<file path="config.mk">
export PLATFORM = sky130hd
export DESIGN_NAME = mem_port_arbiter
export DESIGN_NICKNAME = d
export VERILOG_FILES = /design/src/rtl/mem_arb_pkg.sv /design/src/rtl/mem_port_arbiter.sv
export SDC_FILE = /design/constraint.sdc
export NUM_CORES = 1
export LEC_CHECK = 0
export ABC_AREA = 1
export BUFFER_PORTS_ARGS = -buffer_cell sky130_fd_sc_hd__buf_2
export CAP_MARGIN = 15
export CORE_ASPECT_RATIO = 1.75
export CORE_UTILIZATION = 25
export CTS_CLUSTER_SIZE = 25
export DETAILED_ROUTE_END_ITERATION = 8
export GPL_ROUTABILITY_DRIVEN = 0
export PLACE_DENSITY = 0.62
export SLEW_MARGIN = 30
export SYNTH_ARGS = -nofsm -noshare
export SYNTH_HDL_FRONTEND = slang
export SYNTH_SLANG_ARGS = --single-unit
export TNS_END_PERCENT = 10
</file>
<file path="constraint.sdc">
create_clock -name clk -period 2.57 [get_ports clk]
set_input_delay 0.257 -clock clk [delete_from_list [all_inputs] [get_ports clk]]
set_output_delay 0.257 -clock clk [all_outputs]
set_load 0.01 [all_outputs]
</file>
<file path="src/rtl/mem_arb_pkg.sv">
// Shared types for the core-side memory port arbiter: response ownership
// and the word-alignment check applied to every granted address.
package mem_arb_pkg;

    typedef enum logic [1:0] {
        OWNER_NONE,
        OWNER_I,
        OWNER_D
    } owner_t;

    localparam logic [1:0] ALIGN_MASK = 2'b11;

    function automatic logic is_misaligned(input logic [1:0] addr_lsb);
        return (addr_lsb & ALIGN_MASK) != 2'b00;
    endfunction

endpackage

</file>
<file path="src/rtl/mem_port_arbiter.sv">
// Shares the single MMU core port between instruction fetch and data memory.
// Data wins by default; a starvation counter forces one fetch grant after a bounded wait.
//
//   state       | meaning
//   OWNER_NONE  | no read response due this cycle
//   OWNER_I     | fetch read granted last cycle, data returns to fetch now
//   OWNER_D     | data read granted last cycle, data returns to data stage now
module mem_port_arbiter
    import mem_arb_pkg::*;
#(
    parameter int MAX_STARVE = 4,
    parameter int ADDR_W     = 32,
    parameter int DATA_W     = 32
) (
    input  logic              clk,
    input  logic              rst,
    input  logic              ena,
    input  logic              i_req,
    input  logic [ADDR_W-1:0] i_addr,
    output logic              i_gnt,
    output logic              i_rvalid,
    output logic [DATA_W-1:0] i_rdata,
    input  logic              d_req,
    input  logic              d_we,
    input  logic [ADDR_W-1:0] d_addr,
    input  logic [DATA_W-1:0] d_wdata,
    output logic              d_gnt,
    output logic              d_rvalid,
    output logic [DATA_W-1:0] d_rdata,
    output logic              err_misaligned,
    output logic [ADDR_W-1:0] mem_addr,
    output logic              mem_wr_ena,
    output logic [DATA_W-1:0] mem_wr_data,
    input  logic [DATA_W-1:0] mem_rd_data
);

    logic [3:0]        starve_cnt;
    owner_t            resp_owner;
    logic              resp_zero;
    logic [ADDR_W-1:0] last_addr;
    logic              force_i;
    logic              gnt_misaligned;

    always_comb begin
        force_i = (starve_cnt == 4'(MAX_STARVE));
        d_gnt   = 1'b0;
        i_gnt   = 1'b0;
        if (!rst && ena) begin
            if (d_req && !(force_i && i_req)) begin
                d_gnt = 1'b1;
            end else if (i_req) begin
                i_gnt = 1'b1;
            end
        end
    end

    always_comb begin
        gnt_misaligned = 1'b0;
        mem_addr       = last_addr;
        mem_wr_data    = '0;
        if (rst) begin
            mem_addr = '0;
        end else if (d_gnt) begin
            gnt_misaligned = is_misaligned(d_addr[1:0]);
            mem_addr       = d_addr;
            mem_wr_data    = d_wdata;
        end else if (i_gnt) begin
            gnt_misaligned = is_misaligned(i_addr[1:0]);
            mem_addr       = i_addr;
        end
    end

    // A misaligned write is consumed but must never reach the MMU.
    assign mem_wr_ena = d_gnt && d_we && !gnt_misaligned;

    assign i_rvalid = (resp_owner == OWNER_I);
    assign d_rvalid = (resp_owner == OWNER_D);
    assign i_rdata  = (i_rvalid && !resp_zero) ? mem_rd_data : '0;
    assign d_rdata  = (d_rvalid && !resp_zero) ? mem_rd_data : '0;

    always_ff @(posedge clk or posedge rst) begin
        if (rst) begin
            resp_owner     <= OWNER_NONE;
            resp_zero      <= 1'b0;
            err_misaligned <= 1'b0;
            last_addr      <= '0;
            starve_cnt     <= '0;
        end else begin
            if (i_gnt) begin
                resp_owner <= OWNER_I;
            end else if (d_gnt && !d_we) begin
                resp_owner <= OWNER_D;
            end else begin
                resp_owner <= OWNER_NONE;
            end
            resp_zero      <= gnt_misaligned;
            err_misaligned <= gnt_misaligned;
            if (i_gnt || d_gnt) begin
                last_addr <= mem_addr;
            end
            if (ena) begin
                if (!i_req || i_gnt) begin
                    starve_cnt <= '0;
                end else if (starve_cnt != 4'(MAX_STARVE)) begin
                    starve_cnt <= starve_cnt + 4'd1;
                end
            end
        end
    end

endmodule

</file>
; Word level (Yosys, flattened, before mapping)
; Cells that the tools add are included.
[classes]
add_sub_neg = 1
n_mux = 19
n_eq_ne = 4
n_reduce_logical = 20
[op_table]
columns = cell, count
row1 = 32-bit two-way mux, 7
row2 = 1-bit logical AND, 8
row3 = 1-bit two-way mux, 8
row4 = 4-bit two-way mux, 2
row5 = 1-bit zero test, 6
row6 = 2-bit nonzero test, 3
row7 = "4-bit by 1-bit adder with 4-bit output, second input constant", 1
row8 = "4-bit by 3-bit equality test with 1-bit output, second input constant", 1
row9 = 2-bit two-way mux, 2
row10 = "4-bit by 3-bit != test with 1-bit output, second input constant", 1
row11 = "2-bit by 1-bit equality test with 1-bit output, second input constant", 1
row12 = "2-bit equality test, second input constant", 1
row13 = 1-bit logical OR, 2
row14 = 2-bit AND reduction, 1
[word_totals]
out_inout_bits = 134
regBits = 39
wordCells = 48

; Logic depth before layout (Yosys ltp)
[logic_depth]
depth_word = 11
ltp_mapped = 11
mapped_depth_nobuf = 10

; Worst setup path before layout
; OpenSTA, ideal clock, no wires.
[synth_path]
path_type = input to output
from = input port rst
to = output port mem_addr[10]
path_buffers = 1
arrival_ns = 1.963
required_time_ns = 2.313
cell_stages = 4
setup_slack_ns = 0.350
path_cell_list = inv_2 clkbuf_1 nand2_1 inv_1
[synth_via]
elab_chain_len = 6
[synth_rtl]
columns = item, line_no
row1 = start: declaration, mem_port_arbiter.sv:16  ; input logic rst,
row2 = 1-bit zero test (no line), -
row3 = 1-bit logical AND, mem_port_arbiter.sv:48  ; if (!rst && ena) begin
row4 = 1-bit two-way mux, mem_port_arbiter.sv:48
row5 = 32-bit two-way mux, mem_port_arbiter.sv:67  ; end else if (i_gnt) begin
row6 = 32-bit two-way mux, mem_port_arbiter.sv:63  ; end else if (d_gnt) begin
row7 = 32-bit two-way mux (*), mem_port_arbiter.sv:61  ; if (rst) begin
row8 = end: declaration, mem_port_arbiter.sv:31  ; output logic [ADDR_W-1:0] mem_addr,
; Mark *: on every way between the ends. The rest lies on a longest branch, timed or not.

; Worst setup path in the final report
[layout_path]
from = register starve_cnt[0]
to = output port mem_wr_ena
[layout_via]
elab_chain_len = 11
[layout_rtl]
columns = item, line_no
row1 = start: declaration, mem_port_arbiter.sv:37  ; logic [3:0] starve_cnt;
row2 = start signal: assignment, mem_port_arbiter.sv:105  ; starve_cnt <= starve_cnt + 4'd1;
row3 = 4-bit by 3-bit equality test with 1-bit output (*), mem_port_arbiter.sv:45  ; force_i = (starve_cnt == 4'(MAX_STARVE));
row4 = 1-bit logical AND (*), mem_port_arbiter.sv:49  ; if (d_req && !(force_i && i_req)) begin
row5 = 1-bit zero test (*), mem_port_arbiter.sv:49
row6 = 1-bit logical AND (*), mem_port_arbiter.sv:49
row7 = 1-bit two-way mux, mem_port_arbiter.sv:49
row8 = 1-bit two-way mux, mem_port_arbiter.sv:48
row9 = 1-bit two-way mux, mem_port_arbiter.sv:67
row10 = 1-bit two-way mux, mem_port_arbiter.sv:63
row11 = 1-bit two-way mux, mem_port_arbiter.sv:61
row12 = 1-bit zero test, mem_port_arbiter.sv:74  ; assign mem_wr_ena = d_gnt && d_we && !gnt_misaligned;
row13 = 1-bit logical AND (*), mem_port_arbiter.sv:74
row14 = end: declaration, mem_port_arbiter.sv:32  ; output logic mem_wr_ena,
; Marks and branches as above.

==> results.cfg <==
[setup_path]
arrival_ps = 2160
cp_max_fo = 37
crit_chain = inv_1 > ha_1 > nand2_1 > inv_1 > nand2_4 > buf_8 > nand3_2 > buf_6 > nor4_1 > buf_2
cp-start-kind = flip-flop
criticalPathCategory = reg2out
crit_buf_inv = 5
critPathCaptureType = primary output
crit_slowest_cell = dfrtp_1
critPathRequiredTime_ps = 2310
critPathMaxStageDelay_ps = 410
crit_family = buffers and inverters
cp_common_cell = inv_1

[floorplanning]
die_y_um = 145
ios = 268
rows = 51
die_w_um = 83.6
core_area_mm2 = 0.0112
initial_core_util = 0.260
die-area_mm2 = 0.0121

[synth]
synth_area_per_cell_um2 = 6.10
synthAdderAreaFrac = 0.00858
ys_ff_latch = 39
synth_top_family_by_area = simple AND/OR/NAND/NOR gates
synth_compound_area_frac = 0.0150
yosysSeqAreaShare = 0.335
mappedNetlistArea_mm2 = 0.00292
yosys.area_share.simple = 0.437
synth_enable_flop_cells = 0
async_reset_ff_frac = 1.00
yosysTopAreaCellShare = 0.335
netlist_top_cells_area = dfrtp_1 (33%), inv_1 (14%), nor2_1 (13%)
synthMuxAreaShare = 0
synth_cell_types = 26
synth_xor_area_frac = 0.00300
synthFlopType = dfrtp_1
syn_nets = 614
synth_cells = 478
synth_top_area_cell = dfrtp_1
ys_warn_count = 0

[finish]
mostFrequentLayoutCell = buf_2
area_growth_syn_to_layout_pct = 54.6
stdcell_area_mm2 = 0.00451
final_cell_mix = buf_2 (267), inv_1 (110), nor2_1 (100)
nets = 867
drive_gt1_frac = 0.402

[timing]
fin_crit_ps = 2420
grt_setup_unrepaired = false
fin_tns_setup_ps = 0
finClkSkew_ps = 1.63
slew_violations = 0
setup_viol = 0
worstMarginPinSlew_ps = 819
hold_viol = 0
max_freq_mhz = 414
slew_headroom = 0.454
fin_crit_sh = 0.940
worst_slack_ps = 153

[worst_hold_path]
hold_class = in2reg

[cts]
ctsHoldBuffers = 0
post_cts_buffers = 0
cts.sink_count = 39
clockBufferDepth = 2
cts_buffers = 5
cts_resized = 0
htreeDepth = 2
clk_latency_ps = 280
root_buffer = clkbuf_16
path_clk_slew_ps = 60
cts_tree = yes

[power]
irDropWorstVdd_uv = 346
pwr-share-seq = 0.385
power.density_mw_per_mm2 = 419
power.total_mw = 1.89
p_int_mw = 1.29
swShare = 0.319
p_leak_nw = 3.19
pwr-share-clk = 0.327
p_comb_frac = 0.288
p_switching_mw = 0.604

[routing]
route.detailed.drc = 0
viasPerCell = 4.46
antenna_left = 0
wl_per_cell_um = 13.1
dr.pass1.iters = 4
drt-total-wl_um = 11400
vias = 3872
drt_iter0_markers = 163

[placement]
dpl_cell_area_mm2 = 0.00434
io_buffers = 267
hpwl_um = 8910
place_ws_ps = 336

[global_route]
gr-total-overflow = 0
grtUsageTotal = 0.180
grt_pass1_wl_um = 17300
grt_pass1_vias = 3480
grt_max_degree = 72
antenna_found_initial = 9

[job]
cap_violations = 0

[run_status]
status = complete, no violations
==> area by class of cell <==
type | count | area, um^2
fill | 1270 | 6720
timing repair buffer | 277 | 1440
multi-input combinational | 295 | 1360
sequential | 39 | 976
inverter | 113 | 424
tap | 132 | 165
clock buffer | 6 | 129
clock inverter | 2 | 12.5
antenna | 4 | 10.0
==> power groups by stage <==
stage | Clock, mW | Combinational [mW] | Sequential, mW
floorplan | 0 | 0.308 | 0.732
global placement | 0 | 0.547 | 0.736
detailed placement | 0 | 0.547 | 0.738
CTS | 0.633 | 0.550 | 0.729
global route | 0.658 | 0.615 | 0.737
finish | 0.618 | 0.544 | 0.728
==> path summary, 6_finish.rpt <==
path | endpoint | slack, ps | startpoint | cells past startpoint
min in group asynchronous | last_addr[4]$_DFFE_PP0P_ | 260 | rst | 3
worst max register to register | resp_zero$_DFF_PP0_ | 790 | starve_cnt[0]$_DFFE_PP0P_ | 10
max in group asynchronous | resp_owner[1]$_DFF_PP0_ | 1780 | rst | 3
worst max-delay path | mem_wr_ena | 150 | starve_cnt[0]$_DFFE_PP0P_ | 10
worst min register to register | last_addr[24]$_DFFE_PP0P_ | 490 | last_addr[24]$_DFFE_PP0P_ | 2
worst min-delay path | resp_owner[1]$_DFF_PP0_ | 160 | d_we | 2
==> flip-flops by register name (all words and copies together), names as in the netlist <==
| register | count |
|---|---|
| last_addr | 32 |
| resp_owner | 2 |
| resp_zero | 1 |
| starve_cnt | 4 |
==> per-stage QoR <==
stage,cells,utilization,hold WS (ps)
floorplan,478,-,323
global placement,856,0.386,462
detailed placement,856,0.386,454
CTS,864,0.399,147
global route,865,0.401,150
finish,868,0.401,156
==> cell families (layout without fill, tap and decap cells) <==
family / Yosys count / after routing
compound gates: 6 / 6
flops: 39 / 39
fa+ha+maj: 2 / 2
buf+inv: 144 / 398
simple gates: 286 / 286
other cells: 0 / 4
xor+xnor: 1 / 1
==> routing by layer <==
| layer | GRT usage | share of wire |
|---|---|---|
| met1 | 0.191 | 0.37 |
| met2 | 0.323 | 0.49 |
| met3 | 0.0760 | 0.11 |
| met4 | 0.0598 | 0.015 |
| met5 | 0 | 0.0057 |
==> cells in the mapped netlist, types with 2 or more instances <==
master and instances:
dfrtp_1 39, inv_1 110, nor2_1 100, buf_1 5, buf_2 12, buf_4 3, clkbuf_1 8, ha_1 2
buf_6 3, inv_2 3, nand3_1 65, o21ai_0 2, nand2_1 79, nand4_1 35
Power figures use the tool's default switching activity.
